==> src/rtl/draw_image_pkg.sv <==
// Shared VGA constants, the timing/pixel bus payload and a window-span helper
// used by the image overlay (draw_image) and its alignment delay line.
package draw_image_pkg;

  localparam int unsigned HCNT_W    = 11;            // hcount/vcount width
  localparam int unsigned RGB_W     = 12;            // 4:4:4 colour width
  localparam int unsigned AXIS_W    = 6;             // image ROM address bits per axis
  localparam int unsigned ADDR_W    = 2 * AXIS_W;    // image ROM address width
  localparam int unsigned SPAN_W    = HCNT_W + 1;    // one spare bit so lo+len cannot wrap
  localparam int unsigned IMG_W_DEF = 48;
  localparam int unsigned IMG_H_DEF = 64;
  localparam logic [RGB_W-1:0] KEY_RGB_DEF = 12'hF0F;

  // Timing strobes and background pixel travelling alongside the ROM lookup
  typedef struct packed {
    logic [HCNT_W-1:0] hcount;
    logic [HCNT_W-1:0] vcount;
    logic              hsync;
    logic              vsync;
    logic              hblnk;
    logic              vblnk;
    logic [RGB_W-1:0]  rgb;
  } vga_bus_t;

  localparam int unsigned VGA_BUS_W = $bits(vga_bus_t);

  // lo <= pos < lo + len, evaluated one bit wider than the counters
  function automatic logic in_span(input logic [HCNT_W-1:0] pos,
                                   input logic [HCNT_W-1:0] lo,
                                   input logic [SPAN_W-1:0] len);
    logic [SPAN_W-1:0] pos_w;
    logic [SPAN_W-1:0] lo_w;
    pos_w = {1'b0, pos};
    lo_w  = {1'b0, lo};
    return (pos_w >= lo_w) && (pos_w < SPAN_W'(lo_w + len));
  endfunction

endpackage

==> src/rtl/draw_image_delay.sv <==
// delay: fixed-latency shift register used to align side-band data with the
// image ROM read.
//   clk, rst_n : clock, asynchronous active-low reset (clears every stage)
//   din_i      : WIDTH-bit data in
//   dout_o     : din_i delayed by CLK_DEL clocks (CLK_DEL >= 1)
module draw_image_delay #(
  parameter int unsigned WIDTH   = 1,
  parameter int unsigned CLK_DEL = 1
) (
  input  logic             clk,
  input  logic             rst_n,
  input  logic [WIDTH-1:0] din_i,
  output logic [WIDTH-1:0] dout_o
);

  logic [WIDTH-1:0] pipe_q [CLK_DEL];

  // Shift chain
  always_ff @(posedge clk or negedge rst_n) begin
    if (!rst_n) begin
      for (int i = 0; i < CLK_DEL; i++) pipe_q[i] <= '0;
    end else begin
      pipe_q[0] <= din_i;
      for (int i = 1; i < CLK_DEL; i++) pipe_q[i] <= pipe_q[i-1];
    end
  end

  assign dout_o = pipe_q[CLK_DEL-1];

endmodule

==> src/rtl/draw_image.sv <==
// draw_image: overlays an IMG_W x IMG_H image from an external ROM onto the
// VGA stream at a per-frame position, with KEY_RGB treated as transparent.
//   clk, rst                  : pixel clock, asynchronous active-low reset
//   hcount/vcount/h,vsync/
//   h,vblnk/rgb _in           : incoming timing and background pixel
//   xpos, ypos                : requested top-left corner, sampled at vblank start
//   pixel_addr                : ROM address {dy[5:0], dx[5:0]}, 0 outside the image
//   rgb_pixel                 : ROM data, one clock after pixel_addr
//   *_out                     : timing and composed pixel, 3 clocks after the inputs
module draw_image
  import draw_image_pkg::*;
#(
  parameter int unsigned      IMG_W   = IMG_W_DEF,
  parameter int unsigned      IMG_H   = IMG_H_DEF,
  parameter logic [RGB_W-1:0] KEY_RGB = KEY_RGB_DEF
) (
  input  logic              clk,
  input  logic              rst,
  input  logic [HCNT_W-1:0] hcount_in,
  input  logic [HCNT_W-1:0] vcount_in,
  input  logic              hsync_in,
  input  logic              vsync_in,
  input  logic              hblnk_in,
  input  logic              vblnk_in,
  input  logic [RGB_W-1:0]  rgb_in,
  input  logic [HCNT_W-1:0] xpos,
  input  logic [HCNT_W-1:0] ypos,
  output logic [ADDR_W-1:0] pixel_addr,
  input  logic [RGB_W-1:0]  rgb_pixel,
  output logic [HCNT_W-1:0] hcount_out,
  output logic [HCNT_W-1:0] vcount_out,
  output logic              hsync_out,
  output logic              vsync_out,
  output logic              hblnk_out,
  output logic              vblnk_out,
  output logic [RGB_W-1:0]  rgb_out
);

  logic              vblnk_q;
  logic [HCNT_W-1:0] x_lat_q, x_lat_d;
  logic [HCNT_W-1:0] y_lat_q, y_lat_d;
  logic              in_win_q, in_win_d;
  logic [ADDR_W-1:0] pixel_addr_d;
  logic [AXIS_W-1:0] dx, dy;
  logic              in_win_dly;
  vga_bus_t          bus_in, bus_dly;
  logic [RGB_W-1:0]  rgb_d;

  // Position latch (vblank rising edge only) and stage-1 address/window
  always_comb begin
    x_lat_d = x_lat_q;
    y_lat_d = y_lat_q;
    if (vblnk_in && !vblnk_q) begin
      x_lat_d = xpos;
      y_lat_d = ypos;
    end
    // Low address bits of the offset only depend on the low counter bits
    dx = AXIS_W'(hcount_in[AXIS_W-1:0] - x_lat_q[AXIS_W-1:0]);
    dy = AXIS_W'(vcount_in[AXIS_W-1:0] - y_lat_q[AXIS_W-1:0]);
    in_win_d = in_span(hcount_in, x_lat_q, SPAN_W'(IMG_W)) &&
               in_span(vcount_in, y_lat_q, SPAN_W'(IMG_H));
    pixel_addr_d = in_win_d ? {dy, dx} : '0;
  end

  always_ff @(posedge clk or negedge rst) begin
    if (!rst) begin
      vblnk_q    <= 1'b0;
      x_lat_q    <= '0;
      y_lat_q    <= '0;
      in_win_q   <= 1'b0;
      pixel_addr <= '0;
    end else begin
      vblnk_q    <= vblnk_in;
      x_lat_q    <= x_lat_d;
      y_lat_q    <= y_lat_d;
      in_win_q   <= in_win_d;
      pixel_addr <= pixel_addr_d;
    end
  end

  // Side-band bundle reaches the output register together with rgb_pixel
  always_comb begin
    bus_in.hcount = hcount_in;
    bus_in.vcount = vcount_in;
    bus_in.hsync  = hsync_in;
    bus_in.vsync  = vsync_in;
    bus_in.hblnk  = hblnk_in;
    bus_in.vblnk  = vblnk_in;
    bus_in.rgb    = rgb_in;
  end

  draw_image_delay #(
    .WIDTH  (VGA_BUS_W),
    .CLK_DEL(2)
  ) u_bus_dly (
    .clk   (clk),
    .rst_n (rst),
    .din_i (bus_in),
    .dout_o(bus_dly)
  );

  draw_image_delay #(
    .WIDTH  (1),
    .CLK_DEL(1)
  ) u_win_dly (
    .clk   (clk),
    .rst_n (rst),
    .din_i (in_win_q),
    .dout_o(in_win_dly)
  );

  // Blanking wins, then opaque image pixels, then background
  always_comb begin
    rgb_d = bus_dly.rgb;
    if (bus_dly.hblnk || bus_dly.vblnk) begin
      rgb_d = '0;
    end else if (in_win_dly && (rgb_pixel != KEY_RGB)) begin
      rgb_d = rgb_pixel;
    end
  end

  always_ff @(posedge clk or negedge rst) begin
    if (!rst) begin
      hcount_out <= '0;
      vcount_out <= '0;
      hsync_out  <= 1'b0;
      vsync_out  <= 1'b0;
      hblnk_out  <= 1'b0;
      vblnk_out  <= 1'b0;
      rgb_out    <= '0;
    end else begin
      hcount_out <= bus_dly.hcount;
      vcount_out <= bus_dly.vcount;
      hsync_out  <= bus_dly.hsync;
      vsync_out  <= bus_dly.vsync;
      hblnk_out  <= bus_dly.hblnk;
      vblnk_out  <= bus_dly.vblnk;
      rgb_out    <= rgb_d;
    end
  end

endmodule
==> config.mk <==
export PLATFORM = sky130hd
export DESIGN_NAME = draw_image
export DESIGN_NICKNAME = d
export VERILOG_FILES = /design/src/rtl/draw_image_pkg.sv /design/src/rtl/draw_image_delay.sv /design/src/rtl/draw_image.sv
export SDC_FILE = /design/constraint.sdc
export NUM_CORES = 1
export LEC_CHECK = 0
export BUFFER_PORTS_ARGS = -buffer_cell sky130_fd_sc_hd__buf_2
export CAP_MARGIN = 20
export CORE_ASPECT_RATIO = 0.75
export CORE_MARGIN = 10
export CORE_UTILIZATION = 40
export DETAILED_ROUTE_END_ITERATION = 12
export PLACE_DENSITY = 0.61
export SETUP_SLACK_MARGIN = 0.4
export SYNTH_ARGS = -nofsm -noshare
export SYNTH_HDL_FRONTEND = slang
export SYNTH_SLANG_ARGS = --single-unit
==> constraint.sdc <==
create_clock -name clk -period 2.9 [get_ports clk]
set_input_delay 0.145 -clock clk [delete_from_list [all_inputs] [get_ports clk]]
set_output_delay 0.145 -clock clk [all_outputs]
set_load 0.005 [all_outputs]
### After elaboration in Yosys (flattened, before gate mapping)

Index checks and enable logic that the tools add are counted.

* register bits after elaboration: 151
* bits of input ports: 74
* output and inout port bits: 50
* word-level logic and storage cells: 34

* $add $sub $neg: 4
* $lt $le $gt $ge: 4
* eq/ne operators: 1
* multiplexer cells: 3
* reductions and logical operators: 7

Operator list (count)
* $mux W12: 3
* $lt A11 B12 Y1: 2
* $ge A11 B11 Y1: 2
* $add A11 B6 Y12 const B: 1
* $add A11 B7 Y12 const B: 1
* $ne A12 B12 Y1 const B: 1
* $sub A6 B6 Y6: 2
* $logic_and A1 B1 Y1: 5
* $logic_not A1 Y1: 1
* $logic_or A1 B1 Y1: 1

### Depth between registers and ports, before layout

Gate-level depths: netlist (run 1).

* word-level depth: 5
* mapped depth: 12
* gate-level depth less buffers: 11

### Modules after synthesis

Synthesis (run 1) repeated with hierarchy kept, for this count alone.

* cells, all modules: 437
* area, all modules: 5765.5 sq um

By module, submodules not included
* draw_image: instances 1, cells each 322, area each 3553.4 sq um, seq. area each 1851.8 sq um
* draw_image_delay at u_bus_dly: instances 1, cells each 114, area each 2187.1 sq um, seq. area each 1901.8 sq um
* draw_image_delay at u_win_dly: instances 1, cells each 1, area each 25.0 sq um, seq. area each 25.0 sq um

### Least setup slack after synthesis (run 1)

OpenSTA, ideal clock, no wires.

* path kind: reg2reg
* start point: reg x_lat_q[4]
* end point: reg pixel_addr[4]
* setup time: 71 ps
* arrival: 2178 ps
* data required time: 2829 ps
* path slack: 650 ps
* cell stages (with the launch flop): 13
* buffers on the path: 1
* period minus slack after synthesis: 2250 ps
* cells stage by stage: dfrtp_1 > inv_1 > ha_1 > nor3_1 > nand3_1 > xnor2_1 > ha_1 > nand3_1 > nor2_1 > a221oi_2 > o311ai_2 > buf_6 > nor2_1

* word-level cells in the longest chain between the ends: 5
* elaborated cells on any way between the ends: 7
* those cells by class: add/sub: 2; order compare: 2; mux: 1; reduce/logical: 2

Ends and longest elaborated chain
* start, declared: RTL line draw_image.sv:40 `logic [HCNT_W-1:0] x_lat_q, x_lat_d;`
* start signal, assigned: RTL line draw_image.sv:74 `x_lat_q <= x_lat_d;`
* $add A11 B6 Y12: RTL line draw_image_pkg.sv:35 `return (pos_w >= lo_w) && (pos_w < SPAN_W'(lo_w + len));`
* $lt A11 B12 Y1: RTL line draw_image_pkg.sv:35
* $logic_and A1 B1 Y1: RTL line draw_image_pkg.sv:35
* $logic_and A1 B1 Y1: RTL line draw_image.sv:60 `in_win_d = in_span(hcount_in, x_lat_q, SPAN_W'(IMG_W)) &&`
* $mux W12 *: RTL line draw_image.sv:62 `pixel_addr_d = in_win_d ? {dy, dx} : '0;`
* via pixel_addr_d[4]: RTL line draw_image.sv:43 `logic [ADDR_W-1:0] pixel_addr_d;`
* end signal, assigned: RTL line draw_image.sv:77 `pixel_addr <= pixel_addr_d;`
* end, declared: RTL line draw_image.sv:28 `output logic [ADDR_W-1:0] pixel_addr,`

Mark *: on every way through the listed nets, which the timed path passes. The rest lies on a longest branch.
A chain may end at the register's enable or synchronous reset.

### Worst setup path in the final report (run 1)

* start point: reg x_lat_q[4]
* end point: reg pixel_addr[5]

The elaborated chain is that of the path after synthesis.

==> results of run 1 <==
area by class of cell:
class / instances / area [µm²] / area share [%]
clock buffer: 18 / 429 / 5.57
clock inverter: 14 / 135 / 1.75
inverter: 28 / 105 / 1.36
multi-input combinational: 211 / 1660 / 21.5
sequential: 150 / 3750 / 48.7
tap: 171 / 214 / 2.78
timing repair buffer: 204 / 1410 / 18.3
worst max-delay path, stage by stage (launching register included):
cell and delay [ns]:
sky130_fd_sc_hd__dfrtp_1 0.39, sky130_fd_sc_hd__inv_2 0.07, sky130_fd_sc_hd__ha_4 0.17, sky130_fd_sc_hd__nor3_4 0.22
sky130_fd_sc_hd__nand3_2 0.12, sky130_fd_sc_hd__xnor2_2 0.15, sky130_fd_sc_hd__ha_1 0.34, sky130_fd_sc_hd__a21oi_2 0.13
sky130_fd_sc_hd__nor2_1 0.05, sky130_fd_sc_hd__a221oi_2 0.26, sky130_fd_sc_hd__o311ai_4 0.20, sky130_fd_sc_hd__buf_6 0.18
sky130_fd_sc_hd__nor2_1 0.08
cells by family (layout without fill, tap and decap cells):
family                     Yosys count  count (layout)  share of synthesized area, %
xor gates and xnor gates            15              15                          2.43
and+or+nand+nor                     79              79                          6.70
muxes                               11              11                          2.08
buffers and inverters               36             264                          2.66
DFF                                150             150                          69.3
adders and majority gates           38              38                          9.06
AOI/OAI and AO/OA                   68              68                          7.79
metrics by stage:
step	setup WS [ns]	hold slack, ns
floorplan	0.650	-0.151
global placement	0.333	0.0936
detailed placement	0.189	0.100
CTS	0.405	0.00164
global route	0.311	0.0223
finish	0.447	0.0167
per-layer routing:
layer | GRT usage [%] | vias to the layer above | part of all wire [%]
li1 | - | 1772 | -
met1 | 17.3 | 1804 | 44
met2 | 22.4 | 104 | 48
met3 | 4.68 | 15 | 6.6
met4 | 4.95 | 0 | 1.3
met5 | 0 | - | 0
registers in the layout (all words and copies together), names as in the netlist, 11 cells and up:
signal / count
u_bus_dly.dout_o: 38
u_bus_dly.pipe_q: 38
pixel_addr: 12
rgb_out: 12
hcount_out: 11
vcount_out: 11
x_lat_q: 11
y_lat_q: 11
layout by cell type (no fill, tap or decap), types with 4 or more instances in the layout:
cell	count
sky130_fd_sc_hd__buf_6	4
sky130_fd_sc_hd__inv_6	5
sky130_fd_sc_hd__nand2b_1	4
sky130_fd_sc_hd__nand4b_1	4
sky130_fd_sc_hd__nand2_1	31
sky130_fd_sc_hd__clkbuf_16	17
sky130_fd_sc_hd__nor2_1	15
sky130_fd_sc_hd__mux2i_1	9
sky130_fd_sc_hd__xnor2_1	10
sky130_fd_sc_hd__xor2_1	4
sky130_fd_sc_hd__o21ai_0	29
sky130_fd_sc_hd__nor2_4	7
sky130_fd_sc_hd__dfrtp_1	150
sky130_fd_sc_hd__buf_4	9
sky130_fd_sc_hd__ha_1	35
sky130_fd_sc_hd__a21oi_1	14
sky130_fd_sc_hd__inv_1	25
sky130_fd_sc_hd__a21o_1	7
sky130_fd_sc_hd__dlygate4sd3_1	69
sky130_fd_sc_hd__nand3_1	4
sky130_fd_sc_hd__buf_2	122
final timing paths:
check | slack [ns] | to | from
min in group asynchronous | 0.22 | vblnk_out | rst
worst min-delay path | 0.02 | rgb_out[2] | rgb_pixel[2]
worst max-delay path | 0.45 | pixel_addr[5] | x_lat_q[4]
max in group asynchronous | 1.84 | u_bus_dly.pipe_q[62] | rst
worst max register to register | 0.45 | pixel_addr[5] | x_lat_q[4]
worst min register to register | 0.34 | u_bus_dly.dout_o[31] | u_bus_dly.pipe_q[69]
what timing repair did:
item | in CTS | in global routing
endpoints found under the setup margin | 13 | 13
hold buffers | 69 | 0
pin swaps | 0 | 16
buffers inserted | 3 | 3
hold endpoints to repair | 113 | 0
resized for setup | 2 | 33
report_power, final:
group	switching (µW)	leakage [µW]	internal, µW
sequential	55.2	0.00181	2230
clock	942	0.000271	1140
combinational	423	0.00171	372
total	1420	0.00379	3740
==> impl_metrics.env, run 1 <==
export IMPL_ports_placed_on_the_boundary=124
export IMPL_fillCellCount=1071
export IMPL_critical_path_arrival_ns=2.80
export IMPL_power_density_nw_per_um2=669
export IMPL_globalRoute_totalOverflow=0
export IMPL_syn_num_nets=509
export IMPL_grt_setup_unrepaired="yes"
export IMPL_cp_start_kind="register"
export IMPL_design_die_area_um2=18600
export IMPL_ant_nets=0
export IMPL_post_synth_top_area_share_pct=69.3
export IMPL_antenna_found_initial=0
export IMPL_irDropWorstVdd_mv=0.436
export IMPL_tritoncts="yes"
export IMPL_synth_most_common_cell="sky130_fd_sc_hd__dfrtp_1"
export IMPL_timing_fmax_mhz=408
export IMPL_first_global_vias=4077
export IMPL_total_leakage_power_uw=0.00379
export IMPL_detailed_place_hpwl_mm=8.94
export IMPL_groute_usage_overall_pct=14.0
export IMPL_finalWorstPathRequiredPeriod_ns=2.45
export IMPL_clockRootBuffer="sky130_fd_sc_hd__clkbuf_16"
export IMPL_maxSlewHeadroom_pct=67.2
export IMPL_number_of_warnings_issued_by_yosys=0
export IMPL_worst_case_clock_skew_ns=0.00814
export IMPL_synthesis_area_per_instance_um2=13.6
export IMPL_postSynthRegisterBits=150
export IMPL_worst_setup_hold_path_clk_slew_ns=0.07
export IMPL_die_height_um=121
export IMPL_run_status="completed"
export IMPL_route_final_wire_length_mm=12.7
export IMPL_routabilityCongestion=0.881
export IMPL_floorplan_core_area_um2=13100
export IMPL_dp_cells=689
export IMPL_cts_h_tree_depth=4
export IMPL_grt_first_pass_wirelength_mm=20.8
export IMPL_hold_path_class="primary input to register"
export IMPL_r2r_worst_path_cells=12
export IMPL_placed_area_um2=6270
export IMPL_buffers_from_clock_root_to_sink_at_most=2
export IMPL_place_port_buffers=123
export IMPL_layoutNonFillerInstCount=796
export IMPL_final_setup_viol_count=0
export IMPL_finalHoldViolCount=0
export IMPL_worstSetupPathType="register to register"
export IMPL_largest_net_degree_at_the_start_of_global_routing=49
export IMPL_overall_power_after_layout_uw=5160
export IMPL_netlist_top_cell_by_area="sky130_fd_sc_hd__dfrtp_1"
export IMPL_slew_violations=0
export IMPL_cts_sink_count=150
export IMPL_crit_required_ns=3.25
export IMPL_setup_tns_ns=0
export IMPL_ys_types=39
export IMPL_syn2layout_area_growth_pct=42.3
export IMPL_std_cell_rows=36
export IMPL_tightestPinTransition_ns=0.490
export IMPL_detailedRoute_firstIterationViolations=142
export IMPL_diodes=0
export IMPL_synth_seq_area_share_pct=69.3
export IMPL_drv_cap=0
export IMPL_synth_common_cells="sky130_fd_sc_hd__dfrtp_1, sky130_fd_sc_hd__ha_1, sky130_fd_sc_hd__nand2_1, sky130_fd_sc_hd__o21ai_0, sky130_fd_sc_hd__inv_1"
export IMPL_cts_buffers=17
export IMPL_initial_utilization_pct=41.3
export IMPL_timing_hold_worst_path_depth=3
export IMPL_final_min_period_over_clock_period_pct=84.6
export IMPL_final_layout_size_suffix_gt1_share_pct=31.4
export IMPL_vias_per_cell=4.64
export IMPL_ys_async_sr_fraction_pct=100
export IMPL_postLayoutCellArea_um2=7710
export IMPL_setup_worst_path_end_class="register"
export IMPL_dominantRegCellSynth="sky130_fd_sc_hd__dfrtp_1"
export IMPL_fin_util_pct=58.8
export IMPL_clkLatencyLatePin_ns=0.42
export IMPL_drc_errors=0
export IMPL_drtPass1Iterations=6
export IMPL_synth_area_leaders="sky130_fd_sc_hd__dfrtp_1, sky130_fd_sc_hd__ha_1, sky130_fd_sc_hd__o21ai_0"
export IMPL_synth_edf_count=0
export IMPL_die_width_um=154
export IMPL_routed_wire_length_per_instance_um=15.9
export IMPL_synthesis_instances=397
export IMPL_biggest_fanout_along_the_worst_timing_path=6
export IMPL_num_vias=3695
export IMPL_synth_area_um2=5420
export IMPL_num_nets_final=724
No activity file was read; power rests on OpenSTA's default activity.
==> inputs of run 2 (changes only) <==
clock period = 2.4 ns   (was 2.9 ns; I/O delays follow)
==> impl_metrics.env, run 2 (synthesized netlist as in run 1, its figures left out) <==
export IMPL_power_density_nw_per_um2=813
export IMPL_syn2layout_area_growth_pct=42.4
export IMPL_p_switching_uw=1540
export IMPL_worstSetupPathType="register to register"
export IMPL_place_port_buffers=123
export IMPL_total_leakage_power_uw=0.00381
export IMPL_clockRootBuffer="sky130_fd_sc_hd__clkbuf_16"
export IMPL_route_final_wire_length_mm=12.2
export IMPL_tightestPinTransition_ns=0.651
export IMPL_floorplan_core_area_um2=13100
export IMPL_grt_setup_unrepaired="yes"
export IMPL_cts_sink_count=150
export IMPL_cts_buffers=17
export IMPL_critical_path_arrival_ns=2.60
export IMPL_biggest_fanout_along_the_worst_timing_path=7
export IMPL_ports_placed_on_the_boundary=124
export IMPL_gr_usage_met1_pct=17.8
export IMPL_largest_net_degree_at_the_start_of_global_routing=68
export IMPL_routed_wire_length_per_instance_um=15.3
export IMPL_met3_usage_pct=6.38
export IMPL_timing_critical_path_slowest_cell_delay_ns=0.41
export IMPL_grt_first_pass_wirelength_mm=20.2
export IMPL_first_global_vias=3906
export IMPL_grt_busiest_layer="met2"
export IMPL_num_vias=3626
export IMPL_fillCellCount=1092
export IMPL_ant_nets=0
export IMPL_final_layout_size_suffix_gt1_share_pct=30.3
export IMPL_combPwrFrac_pct=14.6
export IMPL_buffers_from_clock_root_to_sink_at_most=2
export IMPL_globalRoute_totalOverflow=0
export IMPL_maxSlewHeadroom_pct=56.4
export IMPL_crit_path_top_delay_cell="sky130_fd_sc_hd__dfrtp_1"
export IMPL_groute_usage_overall_pct=13.6
export IMPL_slew_violations=0
export IMPL_design_die_area_um2=18600
export IMPL_drtPass1Iterations=4
export IMPL_final_setup_viol_count=0
export IMPL_vias_per_cell=4.54
export IMPL_setup_worst_path_end_class="register"
export IMPL_diodes=0
export IMPL_place_ws_ns=0.0157
export IMPL_drv_cap=0
export IMPL_num_nets_final=726
export IMPL_std_cell_rows=36
export IMPL_layout_cells_most_common_list="sky130_fd_sc_hd__dfrtp_1, sky130_fd_sc_hd__buf_2, sky130_fd_sc_hd__dlygate4sd3_1, sky130_fd_sc_hd__ha_1, sky130_fd_sc_hd__nand2_1"
export IMPL_hold_path_class="primary input to register"
export IMPL_worst_case_clock_skew_ns=0.00493
export IMPL_timing_fmax_mhz=443
export IMPL_finalHoldViolCount=0
export IMPL_die_width_um=154
export IMPL_fin_util_pct=58.8
export IMPL_postLayoutCellArea_um2=7710
export IMPL_final_min_period_over_clock_period_pct=94.0
export IMPL_initial_utilization_pct=41.3
export IMPL_final_hold_worst_slack_ns=0.0494
export IMPL_crit_path_cell_trace="inv_2 -> ha_4 -> nor3_4 -> nand3_2 -> xnor2_1 -> ha_1 -> nand3_1 -> nor2_1 -> a221oi_2 -> o311ai_2 -> buf_4 -> nor2_2"
export IMPL_power_frac_seq_pct=44.1
export IMPL_clock_power_share_pct=41.3
export IMPL_cellInternalPower_uw=4730
export IMPL_worst_setup_hold_path_clk_slew_ns=0.06
export IMPL_mostFrequentLayoutCell="sky130_fd_sc_hd__dfrtp_1"
export IMPL_routabilityCongestion=0.798
export IMPL_placed_area_um2=6330
export IMPL_irDropWorstVdd_mv=0.626
export IMPL_clkLatencyLatePin_ns=0.41
export IMPL_antenna_found_initial=0
export IMPL_final_critical_path_setup_slack_ns=0.144
export IMPL_setup_tns_ns=0
export IMPL_sw_frac_of_total_pct=24.5
export IMPL_crit_buf_inv=2
export IMPL_die_height_um=121
export IMPL_run_status="completed"
export IMPL_detailedRoute_firstIterationViolations=135
export IMPL_cp_start_kind="register"
export IMPL_global_route_usage_met2_pct=19.9
export IMPL_crit_required_ns=2.75
export IMPL_timing_critical_path_max_delay_family="adder cells"
export IMPL_detailed_place_hpwl_mm=8.76
export IMPL_tritoncts="yes"
export IMPL_finalWorstPathRequiredPeriod_ns=2.26
export IMPL_cts_h_tree_depth=4
export IMPL_drc_errors=0
-- run 2: cell types whose count changed in the layout (fill, tap and decap cells not counted), sizes merged --
cell / delta
inv: -5
clkbuf: +4
dlygate4sd3: +3
bufinv: +2
clkinvlp: -2
buf: -1
clkinv: +1
-- run 2: worst paths after layout --
check                                      from                   end  slack, ns  cells after the start
max reg2reg                          x_lat_q[4]         pixel_addr[3]       0.14                     12
min in group asynchronous                   rst  u_bus_dly.dout_o[15]       0.25                      2
min                                rgb_pixel[3]            rgb_out[3]       0.05                      3
min reg2reg                u_bus_dly.dout_o[29]         hcount_out[2]       0.34                      0
max                                  x_lat_q[4]         pixel_addr[3]       0.14                     12
max in group asynchronous                   rst  u_bus_dly.dout_o[34]       1.28                      3
-- run 2: timing repair --
action                                  4_1_cts  5_1_grt
gates resized for setup                       7        9
pin swaps                                     9        5
buffers inserted                              4        0
hold buffers                                 72        0
endpoints found under the hold margin       136        0
endpoints found under the setup margin       13       13
-- run 2: layer usage --
layer / up-vias / share of wire (%)
met4: 0 / 0.55
met1: 1748 / 48
met2: 107 / 44
met5: - / 0
li1: 1764 / -
met3: 7 / 7.8
-- run 2: area by class of cell --
type                    count  area, µm²  area share (%)
well taps                 171        214            2.77
multi-input cells         211       1610            20.8
inverters                  28        105            1.36
clock buffers              22        464            6.02
flip-flops and latches    150       3750            48.7
repair buffers            206       1450            18.8
clock inverters            10        119            1.54
-- run 2: per-stage QoR --
stage               std cells  total power (µW)
floorplan                 397              3270
global placement          690              3580
detailed placement        690              3590
CTS                       798              6320
global route              798              6600
finish                    798              6270
-- run 2: worst register-to-register path, cell delays in order (launching register included) --
cell and delay (ns):
sky130_fd_sc_hd__dfrtp_1 0.41, sky130_fd_sc_hd__inv_2 0.07, sky130_fd_sc_hd__ha_4 0.17, sky130_fd_sc_hd__nor3_4 0.15, sky130_fd_sc_hd__nand3_2 0.10, sky130_fd_sc_hd__xnor2_1 0.13
sky130_fd_sc_hd__ha_1 0.30, sky130_fd_sc_hd__nand3_1 0.09, sky130_fd_sc_hd__nor2_1 0.05, sky130_fd_sc_hd__a221oi_2 0.26, sky130_fd_sc_hd__o311ai_2 0.18, sky130_fd_sc_hd__buf_4 0.20
sky130_fd_sc_hd__nor2_2 0.08
-- run 2: power by group through the flow --
| stage | combinational, µW | sequential (µW) | clock [µW] |
|---|---|---|---|
| floorplan | 469 | 2800 | 0 |
| global placement | 774 | 2800 | 0 |
| finish | 917 | 2760 | 2590 |
| CTS | 909 | 2760 | 2650 |
| global route | 1040 | 2780 | 2780 |
| detailed placement | 785 | 2810 | 0 |
==> inputs of run 3 (changes only) <==
SYNTH_HIERARCHICAL = 1   (was default)
==> impl_metrics.env, run 3 <==
export IMPL_globalRoute_totalOverflow=0
export IMPL_timing_fmax_mhz=435
export IMPL_dominantRegCellSynth="sky130_fd_sc_hd__dfrtp_1"
export IMPL_synth_common_cells="sky130_fd_sc_hd__dfrtp_1, sky130_fd_sc_hd__buf_4, sky130_fd_sc_hd__ha_1, sky130_fd_sc_hd__nand2_1, sky130_fd_sc_hd__o21ai_0"
export IMPL_ports_placed_on_the_boundary=124
export IMPL_slew_violations=0
export IMPL_largest_net_degree_at_the_start_of_global_routing=68
export IMPL_tritoncts="yes"
export IMPL_detailedRoute_firstIterationViolations=130
export IMPL_r2r_worst_path_cells=10
export IMPL_vias_per_cell=4.42
export IMPL_final_min_period_over_clock_period_pct=95.7
export IMPL_combined_flip_flop_and_latch_cell_area_um2=3780
export IMPL_diodes=0
export IMPL_cts_sink_count=151
export IMPL_die_height_um=124
export IMPL_synth_edf_count=0
export IMPL_cts_h_tree_depth=4
export IMPL_crit_required_ns=2.75
export IMPL_critical_path_arrival_ns=2.64
export IMPL_mostFrequentLayoutCell="sky130_fd_sc_hd__dfrtp_1"
export IMPL_fin_util_pct=55.6
export IMPL_routabilityCongestion=0.825
export IMPL_finalHoldViolCount=0
export IMPL_grt_setup_unrepaired="yes"
export IMPL_first_global_vias=4023
export IMPL_num_vias=3649
export IMPL_crit_buf_inv=2
export IMPL_cts_buffers=17
export IMPL_critical_path_depth=10
export IMPL_antenna_found_initial=0
export IMPL_drc_errors=0
export IMPL_initial_utilization_pct=41.4
export IMPL_hold_path_class="primary input to register"
export IMPL_setup_tns_ns=0
export IMPL_multiInputGateArea_um2=1590
export IMPL_hold_path_startpoint="vcount_in[0]"
export IMPL_netlist_top_cell_by_area="sky130_fd_sc_hd__dfrtp_1"
export IMPL_clockRootBuffer="sky130_fd_sc_hd__clkbuf_16"
export IMPL_clkLatencyLatePin_ns=0.42
export IMPL_worst_case_clock_skew_ns=0.0112
export IMPL_number_of_warnings_issued_by_yosys=6
export IMPL_final_setup_viol_count=0
export IMPL_total_leakage_power_uw=0.00383
export IMPL_tightestPinTransition_ns=0.596
export IMPL_std_cell_rows=37
export IMPL_timing_hold_worst_path_depth=4
export IMPL_synth_area_um2=5770
export IMPL_worst_setup_hold_path_clk_slew_ns=0.06
export IMPL_routed_wire_length_per_instance_um=15.4
export IMPL_place_port_buffers=123
export IMPL_timing_critical_path_max_delay_family="compound AO/OA/AOI/OAI gates"
export IMPL_route_final_wire_length_mm=12.7
export IMPL_synth_area_leaders="sky130_fd_sc_hd__dfrtp_1, sky130_fd_sc_hd__ha_1, sky130_fd_sc_hd__buf_4"
export IMPL_synth_seq_area_share_pct=65.5
export IMPL_finalWorstPathRequiredPeriod_ns=2.30
export IMPL_groute_usage_overall_pct=13.7
export IMPL_syn2layout_area_growth_pct=34.4
export IMPL_irDropWorstVdd_mv=0.434
export IMPL_worst_setup_path_startpoint="x_lat_q[0]"
export IMPL_power_density_nw_per_um2=807
export IMPL_biggest_fanout_along_the_worst_timing_path=6
export IMPL_postSynthRegisterBits=151
export IMPL_worstSetupPathType="register to register"
export IMPL_ys_types=42
export IMPL_cp_start_kind="register"
export IMPL_maxSlewHeadroom_pct=60.3
export IMPL_design_die_area_um2=19700
export IMPL_synthesis_instances=437
export IMPL_ys_async_sr_fraction_pct=100
export IMPL_post_synth_top_area_share_pct=65.5
export IMPL_synth_most_common_cell="sky130_fd_sc_hd__dfrtp_1"
export IMPL_syn_num_nets=549
export IMPL_timing_rr_start="x_lat_q[0]"
export IMPL_drv_cap=0
export IMPL_timing_critical_path_slowest_cell_delay_ns=0.35
export IMPL_num_nets_final=729
export IMPL_final_layout_size_suffix_gt1_share_pct=30.2
export IMPL_die_width_um=159
export IMPL_setup_worst_path_end_class="register"
export IMPL_detailed_place_hpwl_mm=9.07
export IMPL_drtPass1Iterations=4
export IMPL_buffers_from_clock_root_to_sink_at_most=2
export IMPL_fillCellCount=1154
export IMPL_run_status="completed"
export IMPL_crit_path_cell_trace="ha_1 -> inv_1 -> fa_2 -> a21o_1 -> a21oi_2 -> o221ai_1 -> a221oi_2 -> o311ai_2 -> buf_4 -> nor2_2"
export IMPL_grt_first_pass_wirelength_mm=20.6
export IMPL_floorplan_core_area_um2=13900
export IMPL_crit_path_top_delay_cell="sky130_fd_sc_hd__dfrtp_1"
export IMPL_layout_cells_most_common_list="sky130_fd_sc_hd__dfrtp_1, sky130_fd_sc_hd__buf_2, sky130_fd_sc_hd__dlygate4sd3_1, sky130_fd_sc_hd__ha_1, sky130_fd_sc_hd__nand2_1"
export IMPL_synthesis_area_per_instance_um2=13.2
export IMPL_ant_nets=0
-- run 3: worst min-delay path, cell delays in order --
cell                     delay, ns
sky130_fd_sc_hd__buf_2        0.11
sky130_fd_sc_hd__inv_1        0.05
sky130_fd_sc_hd__ha_1         0.16
sky130_fd_sc_hd__nor2_2       0.05
-- run 3: stage by stage --
step	area (µm²)	instances	setup WS (ns)	hold slack, ns	power (µW)
CTS	7740	823	0.0720	0.0962	6340
global route	7750	825	-0.127	0.115	6580
global placement	6410	717	0.0815	0.137	3620
finish	7750	825	0.104	0.123	6260
floorplan	5790	437	0.224	-0.176	3350
detailed placement	6410	717	-0.0106	0.142	3640
-- run 3: worst paths after layout --
path                       slack [ns]                   end
setup / recovery                 0.10         pixel_addr[0]
hold / removal                   0.12         pixel_addr[6]
setup reg to reg                 0.10         pixel_addr[0]
hold reg to reg                  0.34  u_bus_dly/dout_o[17]
max in group asynchronous        1.43            x_lat_q[5]
min in group asynchronous        0.24  u_bus_dly/pipe_q[52]
-- run 3: cell type report --
| cell class | count | area share [%] |
|---|---|---|
| clock buffers | 21 | 6.07 |
| well taps | 195 | 3.15 |
| multi-input cells | 212 | 20.5 |
| inverters | 28 | 1.36 |
| repair buffers | 207 | 18.7 |
| flip-flops and latches | 151 | 48.7 |
| clock inverters | 11 | 1.45 |
-- run 3: metal layers --
layer / share of wire, % / track usage [%]
met1: 48 / 18.1
met2: 44 / 20.3
met5: 0 / 0
met3: 6.9 / 4.86
met4: 1.2 / 5.20
-- run 3: timing repair --
action | 4_1_cts | 5_1_grt
pin swaps | 10 | 3
endpoints found under the hold margin | 137 | 0
hold buffers | 73 | 0
buffers inserted | 1 | 2
gates resized for setup | 2 | 0
endpoints found under the setup margin | 13 | 13
-- run 3: logic make-up (layout without fill, tap and decap cells) --
group / after synthesis / in the layout / synth area share, %
xor+xnor: 15 / 15 / 2.28
simple gates: 80 / 80 / 6.81
buf+inv: 74 / 267 / 7.49
flops: 151 / 151 / 65.5
mux: 11 / 11 / 1.95
fa+ha+maj: 38 / 38 / 8.51
compound gates: 68 / 68 / 7.42
-- run 3: power breakdown --
part	switching, µW	internal [µW]	total, µW	leakage, µW
Sequential	65.5	2710	2780	0.00182
Combinational	477	440	917	0.00172
Clock	1040	1530	2560	0.000285
Total	1580	4680	6260	0.00383
